## src/rtl/alu_pkg.sv

```systemverilog
// Shared types and defaults for the sequential shift-add multiplier.
package alu_pkg;

    localparam int unsigned DEFAULT_WIDTH = 32;

    typedef enum logic [1:0] {
        ST_IDLE,
        ST_RUN,
        ST_DONE
    } state_t;

endpackage

```

## src/rtl/seq_adder.sv

```systemverilog
// Plain WIDTH-bit ripple/carry adder with carry-in and carry-out.
module seq_adder #(
    parameter int unsigned WIDTH = 32
) (
    input  logic [WIDTH-1:0] x,
    input  logic [WIDTH-1:0] y,
    input  logic             cin,
    output logic [WIDTH-1:0] sum,
    output logic             cout
);

    assign {cout, sum} = {1'b0, x} + {1'b0, y} + {{WIDTH{1'b0}}, cin};

endmodule

```

## src/rtl/shift_add_mul_seq.sv

```systemverilog
// Unsigned WIDTH x WIDTH sequential multiplier: one add-and-shift step per cycle,
// fixed WIDTH-cycle run, abortable, with a registered 2*WIDTH product.
module shift_add_mul_seq
    import alu_pkg::*;
#(
    parameter int unsigned WIDTH = DEFAULT_WIDTH
) (
    input  logic               clk,
    input  logic               rst_n,
    input  logic               start,
    input  logic               abort,
    input  logic [WIDTH-1:0]   a,
    input  logic [WIDTH-1:0]   b,
    output logic               busy,
    output logic               done,
    output logic [2*WIDTH-1:0] product
);

    localparam int unsigned CW = $clog2(WIDTH) + 1;
    localparam logic [CW-1:0] LAST = CW'(WIDTH - 1);

    state_t             r_state;
    state_t             w_state_nxt;
    logic [WIDTH-1:0]   r_mcand;
    logic [WIDTH-1:0]   r_acc_hi;
    logic [WIDTH-1:0]   r_acc_lo;
    logic [CW-1:0]      r_count;
    logic [2*WIDTH-1:0] r_product;

    logic [WIDTH-1:0]   w_addend;
    logic [WIDTH-1:0]   w_sum;
    logic               w_cout;
    logic [2*WIDTH-1:0] w_acc_nxt;
    logic               w_load;
    logic               w_step;
    logic               w_last;

    assign w_addend  = r_acc_lo[0] ? r_mcand : '0;
    // Carry-out becomes the new top bit; the low half shifts in the add's LSB.
    assign w_acc_nxt = {w_cout, w_sum, r_acc_lo[WIDTH-1:1]};

    seq_adder #(.WIDTH(WIDTH)) u_adder (
        .x    (r_acc_hi),
        .y    (w_addend),
        .cin  (1'b0),
        .sum  (w_sum),
        .cout (w_cout)
    );

    assign w_load = ((r_state == ST_IDLE) || (r_state == ST_DONE)) && start;
    assign w_step = (r_state == ST_RUN) && !abort;
    assign w_last = w_step && (r_count == LAST);

    always_ff @(posedge clk or negedge rst_n) begin
        if (!rst_n) begin
            r_state <= ST_IDLE;
        end else begin
            r_state <= w_state_nxt;
        end
    end

    always_comb begin
        w_state_nxt = r_state;
        case (r_state)
            ST_IDLE: if (start) w_state_nxt = ST_RUN;
            ST_RUN: begin
                if (abort)                 w_state_nxt = ST_IDLE;
                else if (r_count == LAST)  w_state_nxt = ST_DONE;
            end
            ST_DONE: w_state_nxt = start ? ST_RUN : ST_IDLE;
            default: w_state_nxt = ST_IDLE;
        endcase
    end

    always_comb begin
        busy    = (r_state == ST_RUN);
        done    = (r_state == ST_DONE);
        product = r_product;
    end

    always_ff @(posedge clk or negedge rst_n) begin
        if (!rst_n) begin
            r_mcand   <= '0;
            r_acc_hi  <= '0;
            r_acc_lo  <= '0;
            r_count   <= '0;
            r_product <= '0;
        end else if (w_load) begin
            r_mcand  <= a;
            r_acc_hi <= '0;
            r_acc_lo <= b;
            r_count  <= '0;
        end else if (w_step) begin
            {r_acc_hi, r_acc_lo} <= w_acc_nxt;
            r_count              <= r_count + CW'(1);
            if (w_last) begin
                r_product <= w_acc_nxt;
            end
        end
    end

endmodule

```

## config.mk

```make
export PLATFORM = sky130hd
export DESIGN_NAME = shift_add_mul_seq
export DESIGN_NICKNAME = d
export VERILOG_FILES = /design/src/rtl/alu_pkg.sv /design/src/rtl/seq_adder.sv /design/src/rtl/shift_add_mul_seq.sv
export SDC_FILE = /design/constraint.sdc
export NUM_CORES = 1
export LEC_CHECK = 0
export CAP_MARGIN = 30
export CORE_MARGIN = 2
export CORE_UTILIZATION = 50
export CTS_CLUSTER_DIAMETER = 60
export DETAILED_ROUTE_END_ITERATION = 8
export PLACE_DENSITY = 0.86
export SLEW_MARGIN = 10
export SYNTH_ARGS = -nofsm -noshare
export SYNTH_HDL_FRONTEND = slang
export SYNTH_HIERARCHICAL = 1
export SYNTH_SLANG_ARGS = --single-unit
export TNS_END_PERCENT = 50
```

## constraint.sdc

```tcl
create_clock -name clk -period 7.65 [get_ports clk]
set_input_delay 1.1475 -clock clk [delete_from_list [all_inputs] [get_ports clk]]
set_output_delay 1.1475 -clock clk [all_outputs]
set_load 0.03 [all_outputs]
```

# Word-level counts from Yosys, hierarchy flattened
# Cells that the tools add are included.
totals:
  in_bits: 68
  reg_bits: 168
  wordCells: 35
  output_inout_bits: 66
op_classes:
  mux: 12
  bitwise_logic: 1
  reduce_logical: 9
  eq_ne: 5
  addsub: 2
op_table:
  columns: ["cell", "n"]
  rows:
  - ["$mux 32", 5]
  - ["$add 32x32->33", 1]
  - ["$mux 6", 2]
  - ["$add 6x1->6 const B", 1]
  - ["$eq 6x5->1 const B", 1]
  - ["$mux 2", 3]
  - ["$pmux 2 s3", 1]
  - ["$logic_and 1x1->1", 3]
  - ["$ne 3x2->1 const B", 1]
  - ["$reduce_and 3->1", 1]
  - ["$eq 2x1->1 const B", 1]
  - ["$eq 2x2->1 const B", 1]
  - ["$logic_not 2->1", 1]
  - ["$ne 2x2->1 const B", 1]
  - ["$reduce_and 2->1", 1]
  - ["$reduce_bool 2->1", 1]
  - ["$logic_not 1->1", 1]
  - ["$logic_or 1x1->1", 1]
  - ["$mux 1", 1]
  - ["$not 1->1", 1]

# Logic depth before layout (Yosys ltp)
logic_depth:
  ltp_word: 5
  mapped_depth: 13
  depth_no_buf: 12

# By module
# The synthesis kept the hierarchy.
modules_own_cells:
  columns: ["module", "seq_area_each_um2", "cells_per_inst", "area_each_um2", "instances"]
  rows:
  - ["shift_add_mul_seq", 4204.0, 627, 6998.0, 1]
  - ["seq_adder", 0.0, 244, 1750.4, 1]

# Least setup slack after synthesis
# No wires, ideal clock.
synth_path:
  kind: "register to register"
  start: "register r_acc_lo[0]"
  end: "register r_product[61] (netlist: product[61])"
  setup_slack_ps: 4338
  required_ps: 7525
  arrival_ps: 3186
  period_less_slack_ps: 3312
  path_stages_with_launch: 12
  cell_sequence: "dfrtp_1 -> and2_1 -> fa_1 -> fa_1 -> a21o_1 -> a221oi_1 -> o21a_1 -> a21oi_1 -> a21oi_1 -> o221ai_1 -> xor2_1 -> mux2_4"
synth_via:
  elab_chain_cells: 2
synth_rtl:
  columns: ["item", "line_no", "source"]
  rows:
  - ["start, declared", "shift_add_mul_seq.sv:26", "logic [WIDTH-1:0] r_acc_lo;"]
  - ["start signal, assigned", "shift_add_mul_seq.sv:94", "{r_acc_hi, r_acc_lo} <= w_acc_nxt;"]
  - ["$mux 32", "shift_add_mul_seq.sv:38", "assign w_addend = r_acc_lo[0] ? r_mcand : '0;"]
  - ["named net w_addend[0]", "shift_add_mul_seq.sv:30", "logic [WIDTH-1:0] w_addend;"]
  - ["$add 32x32->33", "seq_adder.sv:12", "assign {cout, sum} = {1'b0, x} + {1'b0, y} + {{WIDTH{1'b0}}, cin};"]
  - ["named net w_sum[30]", "shift_add_mul_seq.sv:31", "logic [WIDTH-1:0] w_sum;"]
  - ["end signal, assigned", "shift_add_mul_seq.sv:97", "r_product <= w_acc_nxt;"]
  - ["end, declared", "shift_add_mul_seq.sv:28", "logic [2*WIDTH-1:0] r_product;"]
# The timed path passes the listed nets, and every way through them passes these cells.
# A chain may end at the register's enable or synchronous reset.

# Worst setup path after layout
# Same ends and word-level chain as after synthesis.

==> impl_metrics.toml <==
[outcome]
outcome = "complete, no violations"

[setup_path]
rrSetupSlack_ns = 3.46
path_class = "reg -> reg"
critPathLaunchType = "flop"
cpPeakStageDelay_ns = 0.71
r2r-start = "r_acc_lo[0]$_DFFE_PN0P_"
critPathTopFamily = "compound AO/OA/AOI/OAI gates"
slowest_stage = "dfrtp_1"
cp.required_ns = 7.97
cp_num_buf_inv = 0
cp_cell_sequence = "and2_1 -> fa_1 -> fa_1 -> a21o_1 -> a221oi_1 -> o21a_1 -> a21oi_1 -> a21oi_1 -> o221ai_1 -> xor2_1 -> mux2_4"
crit_path_max_fanout = 33
endpoint_kind = "flop"
ff2ff_path_depth = 11
worstReg2RegEnd = "product[61]$_DFFE_PN0P_"
arrival_ns = 4.52

[sta]
final-max-slew-violation-count = 0
finalHoldViolCount = 0
setup-tns-final_ns = 0
setup-violations-final = 0
worst_slew_pin_slew_ns = 0.869
worst_slack_ns = 3.46
max_freq_mhz = 238
min_period_over_period_pct = 54.8
rsz0062_at_grt = "no"
slew_headroom_pct = 42.1
hold_slack_ns = 0.471
post-route-min-period_ns = 4.19
clock_skew_ns = 0.0127

[global_route]
antenna_found_initial = 0
grt_pass1_wl_um = 33900
track_usage_pct = 23.2
grt_pass1_vias = 6922
grt_start_max_net_pins = 109
grt_overflow = 0

[synthesis]
syn_avg_cell_area_sq_um = 10.0
synth_nets = 973
async_flop_share_pct = 100
syn-cell-area_sq_um = 8750
synthDistinctLibCells = 56
synthCells = 871
synth_edf_count = 0
synth.yosys.seq_area_share_pct = 48.1
ys.flop_type = "dfrtp_1"
yosys_warnings = 6
ys_seq_elements = 168

[cells_and_area]
area_growth_pct = 23.6
drive_gt1_share_pct = 11.6
nets = 1078
layout_common_cells = "215 x nand2_1, 168 x dfrtp_1, 132 x clkdlybuf4s50_1"
layout_commonest_cell = "nand2_1"
antenna_cells = 0
utilization_pct = 62.9
finalNonFillerCells = 1214

[floorplan]
die_w_um = 136
pin_count = 134
row_count = 48
core_area_sq_um = 17200
dieArea_sq_um = 18600
die_h_um = 136
floorplan.initialDensity_pct = 50.9

[placed_design]
io_buffers = 133
dp.cells = 1181
pre_cts_ws_ns = 3.47
dpl.hpwl_um = 13600
gp_congestion = 0.942

[pwr]
power_leakage_nw = 5.52
powerDensity_nw_per_um2 = 253
vdd.ir_drop.worst_mv = 0.187

[clocking]
clock_latency_ns = 0.44
cts_tree = "done"
clockBufferDepth = 2
cts_setup_buffers = 0
cts.sinks = 168
h-tree-depth = 4
cts_buffers = 17
ctsHoldBuffers = 0
cts_resized = 0
path_clk_slew_ns = 0.07
clock-root-buffer = "clkbuf_16"

[worst_hold_path]
whs_endpoint = "r_mcand[26]$_DFFE_PN0P_"
hold_path_class = "reg -> reg"
min_path_cells = 2
min_from = "r_mcand[26]$_DFFE_PN0P_"

[flow_run]
drv_cap = 0

[drt]
wl_per_cell_um = 17.2
first_pass_iters = 5
via_per_inst = 5.67
drc = 0
vias = 6882
postRouteAntennaNets = 0
wirelength_um = 20900
drtIter0Drc = 514
==> tightest hold or removal path: cells and delay by family (launching register included) <==
| family | cells | cell delay [ns] |
|---|---|---|
| flops | 1 | 0.34 |
| simple gates | 2 | 0.10 |
==> logic make-up (layout without fill, tap and decap cells) <==
family	count (synthesis)	after routing	share of synthesized area [%]
AND/OR/NAND/NOR	368	368	19.1
flip-flops	168	168	48.1
AO/OA/AOI/OAI	138	138	10.5
multiplexers	69	69	10.9
buffers and inverters	63	181	3.32
adder cells (fa/ha/maj)	34	34	5.03
XOR/XNOR	30	30	3.00
other	1	1	0.0429
==> cell usage after synthesis (15+ instances only) <==
master / count / area [sq um]
mux2_2: 16 / 180
xnor2_1: 15 / 131
and2_1: 32 / 200
ha_1: 32 / 400
xor2_1: 15 / 131
nand3_1: 73 / 365
a22oi_1: 33 / 248
clkbuf_1: 34 / 128
dfrtp_1: 168 / 4200
a21oi_1: 37 / 185
mux2_4: 49 / 736
a21o_1: 17 / 128
nand2_1: 215 / 807
==> layout make-up <==
type	count	area, sq um
inverters	9	33.8
well taps	225	282
flip-flops and latches	168	4200
clock buffers	18	429
clock inverters	14	166
fillers	1361	6360
repair buffers	140	1420
multi-input cells	640	4280
==> flip-flops by register name (all words and copies together), names as in the netlist <==
name and count:
product 64, r_acc_hi 32, r_acc_lo 32, r_count 6, r_mcand 32, r_state 2
==> how the worst max path moves through the flow <==
| stage | from | end | slack (ns) | cells past startpoint |
|---|---|---|---|---|
| 2_1_floorplan | r_acc_lo[0]$_DFFE_PN0P_ | product[61]$_DFFE_PN0P_ | 4.34 | 11 |
| 3_3_place_gp | abort | product[1]$_DFFE_PN0P_ | 3.49 | 6 |
| 3_5_place_dp | abort | product[3]$_DFFE_PN0P_ | 3.47 | 6 |
| 4_1_cts | r_acc_lo[0]$_DFFE_PN0P_ | product[61]$_DFFE_PN0P_ | 3.44 | 11 |
| 5_1_grt | r_acc_lo[0]$_DFFE_PN0P_ | product[61]$_DFFE_PN0P_ | 3.18 | 11 |
| 6_report | r_acc_lo[0]$_DFFE_PN0P_ | product[61]$_DFFE_PN0P_ | 3.46 | 11 |
==> through the flow <==
step	total power, mW	instance area, sq um
2_1_floorplan	1.64	8750
3_3_place_gp	1.82	10200
3_5_place_dp	1.85	10200
4_1_cts	2.74	10800
5_1_grt	2.89	10800
6_report	2.73	10800
==> layer usage <==
layer | wire (um) | track usage (%) | share of wire (%) | vias up
met2 | 10000 | 37.2 | 48 | 251
met1 | 9170 | 31.0 | 44 | 3366
met5 | 0 | 0 | 0 | -
met3 | 1130 | 4.70 | 5.4 | 44
met4 | 592 | 9.55 | 2.8 | 0
li1 | - | - | - | 3221
==> report_power, final <==
part / total (mW) / internal (mW) / switching, mW
combinational: 0.719 / 0.282 / 0.436
sequential: 1.14 / 1.03 / 0.114
clock: 0.875 / 0.470 / 0.405
total: 2.73 / 1.78 / 0.955
Note: power is estimated with default switching activity, not from simulation.
